[src/rtl/frame_pkg.sv]
// frame_pkg: constants and types shared across the frame write-back slice.
//   LINE_W/ROWS/ADDR_W/MISS_ROW : default display geometry
//   line_t      : one display row, bit 0 = leftmost pixel
//   row_entry_t : {addr, line} as buffered by the write-back FIFO
//   fwb_state_t : write-back FSM states
package frame_pkg;

    localparam int LINE_W   = 480;
    localparam int ROWS     = 640;
    localparam int ADDR_W   = 10;
    localparam int MISS_ROW = 577;

    typedef logic [0:LINE_W-1] line_t;

    typedef struct packed {
        logic [ADDR_W-1:0] addr;
        line_t             line;
    } row_entry_t;

    typedef enum logic {
        IDLE  = 1'b0,
        WRITE = 1'b1
    } fwb_state_t;

endpackage

[src/rtl/row_fifo.sv]
// row_fifo: synchronous FIFO with extra-MSB pointers; head is always visible.
// Ports:
//   clk, rst  : clock, synchronous active-high reset
//   i_push    : store i_data at the tail (caller guarantees space)
//   i_pop     : advance the head (caller guarantees non-empty)
//   i_data    : entry to store
//   o_head    : current head entry
//   o_full    : DEPTH entries held
//   o_empty   : no entries held
module row_fifo
    import frame_pkg::*;
#(
    parameter int DEPTH = 4,
    parameter int WIDTH = $bits(row_entry_t)
) (
    input  logic             clk,
    input  logic             rst,
    input  logic             i_push,
    input  logic             i_pop,
    input  logic [WIDTH-1:0] i_data,
    output logic [WIDTH-1:0] o_head,
    output logic             o_full,
    output logic             o_empty
);

    localparam int AW = $clog2(DEPTH);

    logic [WIDTH-1:0] r_mem [DEPTH];
    logic [AW:0]      r_wptr;
    logic [AW:0]      r_rptr;

    always_ff @(posedge clk) begin
        if (rst) begin
            r_wptr <= '0;
            r_rptr <= '0;
        end else begin
            if (i_push) r_wptr <= r_wptr + (AW+1)'(1);
            if (i_pop)  r_rptr <= r_rptr + (AW+1)'(1);
        end
    end

    always_ff @(posedge clk) begin
        if (i_push) r_mem[r_wptr[AW-1:0]] <= i_data;
    end

    assign o_head  = r_mem[r_rptr[AW-1:0]];
    assign o_empty = (r_wptr == r_rptr);
    // Same slot index but different lap bit means the writer is one lap ahead.
    assign o_full  = (r_wptr[AW] != r_rptr[AW]) &&
                     (r_wptr[AW-1:0] == r_rptr[AW-1:0]);

endmodule

[src/rtl/frame_writeback.sv]
// frame_writeback: buffers updated display rows and commits them to the shared
// single-port frame RAM whenever the VGA scanner is not using the port.
// Optional miss detection is built when FWB_MISS_DETECT_EN is defined.
// Ports:
//   clk, rst             : clock, synchronous active-high reset
//   wr_valid/addr/line   : one-cycle row update from upstream
//   vga_active, vga_addr : scanner owns the RAM port / scanner row address
//   ram_addr/we/wdata    : RAM port
//   full                 : FIFO holds DEPTH entries
//   overflow             : sticky, a row update was dropped
//   miss_pulse           : one cycle per popped non-empty MISS_ROW row
//   miss_count           : saturating miss counter
module frame_writeback
    import frame_pkg::*;
#(
    parameter int DEPTH    = 4,
    parameter int LINE_W   = frame_pkg::LINE_W,
    parameter int ADDR_W   = frame_pkg::ADDR_W,
    parameter int ROWS     = frame_pkg::ROWS,
    parameter int MISS_ROW = frame_pkg::MISS_ROW
) (
    input  logic              clk,
    input  logic              rst,
    input  logic              wr_valid,
    input  logic [ADDR_W-1:0] wr_addr,
    input  logic [0:LINE_W-1] wr_line,
    input  logic              vga_active,
    input  logic [ADDR_W-1:0] vga_addr,
    output logic [ADDR_W-1:0] ram_addr,
    output logic              ram_we,
    output logic [0:LINE_W-1] ram_wdata,
    output logic              full,
    output logic              overflow,
    output logic              miss_pulse,
    output logic [7:0]        miss_count
);

    localparam int ENTRY_W = ADDR_W + LINE_W;
    localparam logic [ADDR_W:0] ROWS_LIM = (ADDR_W+1)'(ROWS);

    logic               w_push;
    logic               w_pop;
    logic               w_empty;
    logic               w_full;
    logic [ENTRY_W-1:0] w_head;
    logic [ADDR_W-1:0]  w_head_addr;
    logic [0:LINE_W-1]  w_head_line;
    fwb_state_t         w_state_nxt;

    fwb_state_t         r_state;
    logic [ADDR_W-1:0]  r_addr;
    logic [0:LINE_W-1]  r_data;
    logic               r_wr_ok;
    logic               r_overflow;

    row_fifo #(
        .DEPTH (DEPTH),
        .WIDTH (ENTRY_W)
    ) u_fifo (
        .clk     (clk),
        .rst     (rst),
        .i_push  (w_push),
        .i_pop   (w_pop),
        .i_data  ({wr_addr, wr_line}),
        .o_head  (w_head),
        .o_full  (w_full),
        .o_empty (w_empty)
    );

    assign {w_head_addr, w_head_line} = w_head;

    always_comb begin
        w_state_nxt = r_state;
        w_pop       = 1'b0;
        case (r_state)
            IDLE: begin
                if (!w_empty && !vga_active) begin
                    w_pop       = 1'b1;
                    w_state_nxt = WRITE;
                end
            end
            WRITE:   w_state_nxt = IDLE;
            default: w_state_nxt = IDLE;
        endcase
    end

    // A pop in the same cycle frees a slot, so a full FIFO can still accept.
    assign w_push = wr_valid && (!w_full || w_pop);

    always_ff @(posedge clk) begin
        if (rst) begin
            r_state    <= IDLE;
            r_addr     <= '0;
            r_data     <= '0;
            r_wr_ok    <= 1'b0;
            r_overflow <= 1'b0;
        end else begin
            r_state <= w_state_nxt;
            if (wr_valid && w_full && !w_pop) r_overflow <= 1'b1;
            if (w_pop) begin
                r_addr  <= w_head_addr;
                r_data  <= w_head_line;
                // Out-of-range rows still take the WRITE slot but never strobe.
                r_wr_ok <= ({1'b0, w_head_addr} < ROWS_LIM);
            end
        end
    end

    assign ram_we    = (r_state == WRITE) && r_wr_ok;
    assign ram_wdata = r_data;
    assign ram_addr  = (vga_active && (r_state != WRITE)) ? vga_addr : r_addr;
    assign full      = w_full;
    assign overflow  = r_overflow;

`ifdef FWB_MISS_DETECT_EN
    logic       w_miss_hit;
    logic       r_miss_pulse;
    logic [7:0] r_miss_count;

    assign w_miss_hit = w_pop && (w_head_addr == ADDR_W'(MISS_ROW)) && (|w_head_line);

    always_ff @(posedge clk) begin
        if (rst) begin
            r_miss_pulse <= 1'b0;
            r_miss_count <= '0;
        end else begin
            r_miss_pulse <= w_miss_hit;
            if (w_miss_hit && (r_miss_count != '1))
                r_miss_count <= r_miss_count + 8'd1;
        end
    end

    assign miss_pulse = r_miss_pulse;
    assign miss_count = r_miss_count;
`else
    assign miss_pulse = 1'b0;
    assign miss_count = '0;
`endif

endmodule

[config.mk]
export PLATFORM = sky130hd
export DESIGN_NAME = frame_writeback
export DESIGN_NICKNAME = d
export VERILOG_FILES = /design/src/rtl/frame_pkg.sv /design/src/rtl/row_fifo.sv /design/src/rtl/frame_writeback.sv
export SDC_FILE = /design/constraint.sdc
export NUM_CORES = 2
export LEC_CHECK = 0
export CAP_MARGIN = 20
export CORE_MARGIN = 2
export CORE_UTILIZATION = 60
export DETAILED_ROUTE_END_ITERATION = 6
export DONT_BUFFER_PORTS = 1
export GPL_ROUTABILITY_DRIVEN = 1
export GPL_TIMING_DRIVEN = 0
export PLACE_DENSITY = 0.76
export SLEW_MARGIN = 20
export SYNTH_ARGS = -nofsm -noshare
export SYNTH_HDL_FRONTEND = slang
export SYNTH_SLANG_ARGS = --single-unit
[constraint.sdc]
create_clock -name clk -period 72.6 [get_ports clk]
set_input_delay 14.52 -clock clk [delete_from_list [all_inputs] [get_ports clk]]
set_output_delay 14.52 -clock clk [all_outputs]
set_load 0.01 [all_outputs]
==> impl_metrics.yaml <==
final_layout:
  area_growth_pct: 13.7
  fin_cells: 7197
  design_area_sq_mm: 0.0999
  mostFrequentLayoutCells: "1960 x edfxtp_1, 983 x nand2_1, 501 x dfxtp_1"
  fin_util_pct: 68.6
  drive_above_1_share_pct: 20.7
  final_common_cell: "edfxtp_1"
  nNetsFinal: 5586
worst_setup_path:
  cp-end-kind: "primary output"
  reg2regPathDepth: 9
  crit_start: "vga_active"
  required_ns: 58.08
  crit_fanout: 10
  reg2reg_from: "u_fifo.r_wptr[1]$_SDFFE_PP0P_"
  path_class: "in -> out"
  worstSetupStartpointType: "primary input"
  cp.arrival_ns: 15.76
timing:
  worst_pin_slew_ns: 1.04
  setup_tns_ns: 0
  finClkSkew_ns: 0.0384
  fin_hold_ws_ns: 0.485
  slew_viol_final: 0
  hold_viol: 0
  min_period_over_period_pct: 41.7
  fin_ws_ns: 42.32
  max_freq_mhz: 33.0
  grt_setup_unrepaired: "false"
  setup-violations-final: 0
  period_needed_ns: 30.28
  relSlewSlack_pct: 30.8
floorplan:
  die_h_um: 387
  start_util_pct: 60.3
  fp-row-count: 140
  die_w_um: 387
  core_region_area_sq_mm: 0.146
  pin_count: 1006
  dieArea_sq_mm: 0.149
power_and_ir_drop:
  p_leak_nw: 31.8
  p_clk_share_pct: 36.2
  p_seq_share_pct: 51.4
  irDropWorstVdd_uv: 24.8
  p_total_mw: 3.33
  switching_share_pct: 24.8
  combPwrFrac_pct: 12.4
  power.switching_mw: 0.827
  p_per_area_mw_per_mm2: 33.4
  p_int_mw: 2.51
drt:
  dr.pass1.iters: 5
  drc_errors: 0
  avgViaCountPerCell: 6.21
  dr_total_vias: 44700
  drtAntennaViolNets: 0
  wire_per_inst_um: 29.9
  drt_iter0_markers: 3800
  wirelength_um: 215000
clocking:
  cts_resized: 0
  clock_latency_ns: 0.83
  numCtsBuffers: 226
  clk_pin_slew_ns: 0.06
  cts_buffer_depth: 3
  htree_levels: 4
  cts_hold_buf: 0
  cts_sinks: 2461
  post_cts_buffers: 0
  cts_tree: "built"
  cts_root_buffer: "clkbuf_16"
logic_synthesis:
  yosysSeqAreaShare_pct: 78.4
  synthMuxAreaShare_pct: 12.7
  synthDistinctLibCells: 28
  synth_cells: 4766
  synth_area_sq_mm: 0.0878
  synth_simple_gate_area_share_pct: 4.32
  synth_compound_area_share_pct: 2.87
  yosysTopAreaCell: "edfxtp_1"
  avgSynthCellArea_sq_um: 18.4
  synthAdderAreaFrac_pct: 0.0712
  synth_area_leaders: "edfxtp_1 67%, mux4_2 13%, dfxtp_1 11%"
  yosys_register_bits: 2461
  yosys_warnings: 0
  netlist.area_leader.share_pct: 67.0
  synth_top_family_by_area: "multiplexers"
  synth_xor_area_share_pct: 0.0898
placement:
  post_dp_cell_area_sq_mm: 0.0921
  place_hpwl_um: 147000
  dpl_worst_slack_ns: 42.31
  place.gp.congestion: 0.859
  io_buffers: 0
  placedCellCount: 6766
hold_path:
  hp-class: "reg -> reg"
  hold_path.startpoint: "r_addr[2]$_SDFFE_PP0N_"
  min_delay_path_depth: 2
global_route:
  grt_pass1_wl_um: 311000
  groute.usage.overall_pct: 28.8
  grt_max_degree: 47
  antenna_found_initial: 6
  grt_remaining_overflow: 0
  grt_pass1_vias: 46200
status:
  status: "finished clean"
job:
  maxCapViolCount: 0
[metal layers]
layer  GRT usage (%)  vias to the layer above  share of wire [%]
met5               0                        -                  0
met2            47.8                     2227                 50
met3            11.3                      510                 11
li1                -                    19000                  -
met1            32.0                    23000                 33
met4            15.0                        0                6.0
[state kept, by name, indices dropped and copies added, names as in the netlist, named ones only]
register and count:
u_fifo.r_mem 1960, ram_wdata 480, r_addr 10, u_fifo.r_rptr 3, u_fifo.r_wptr 3, overflow 1
r_state 1, r_wr_ok 1
[final timing paths]
path / to / slack [ns]
max reg2reg: u_fifo.r_mem[2][112]$_DFFE_PP_ / 68.83
min reg2reg: r_addr[2]$_SDFFE_PP0N_ / 0.49
max: ram_addr[7] / 42.32
min: r_addr[2]$_SDFFE_PP0N_ / 0.49
[synthesized netlist by cell type]
| cell | count |
|---|---|
| a21oi_1 | 493 |
| a31oi_1 | 1 |
| a41oi_1 | 1 |
| and2_1 | 4 |
| buf_1 | 4 |
| buf_2 | 154 |
| buf_4 | 13 |
| clkbuf_1 | 112 |
| conb_1 | 1 |
| dfxtp_1 | 501 |
| edfxtp_1 | 1960 |
| ha_1 | 5 |
| inv_1 | 3 |
| mux2_2 | 10 |
| mux2i_1 | 1 |
| mux4_2 | 490 |
| nand2_1 | 983 |
| nor2_1 | 10 |
| nor2b_1 | 2 |
| nor3_1 | 2 |
| nor4_1 | 1 |
| o21ai_0 | 2 |
| o31ai_4 | 1 |
| o41ai_1 | 1 |
| or2_2 | 1 |
| or3_1 | 1 |
| xnor2_1 | 6 |
| xor2_1 | 3 |
[kinds of logic after synthesis]
group / after synthesis
mux: 501
flops: 2461
fa+ha+maj: 5
simple gates: 1004
buf+inv: 286
xor+xnor: 9
compound gates: 499
other cells: 1
[worst max-delay path: stages]
cell      delay (ns)
nor2b_1         0.29
clkbuf_1        0.47
mux2_2          0.47
[final cells by class]
class                      instances  area, sq um
inverter                           3         11.3
multi-input combinational       2027        17700
sequential                      2461        68900
buffer                           283         1310
tap                             1917         2400
clock inverter                    90         1060
antenna                            1         2.50
clock buffer                     340         6660
timing repair buffer              75         1860
fill                            8700        45700
[power groups by stage]
stage               registers, mW  clock network [mW]  logic [mW]
finish                       1.71                1.21       0.413
global route                 1.72                1.27       0.447
CTS                          1.71                1.22       0.418
detailed placement           1.74                   0       0.413
global placement             1.80                   0       0.394
floorplan                    1.74                   0       0.299
Note: power is estimated with default switching activity, not from simulation.
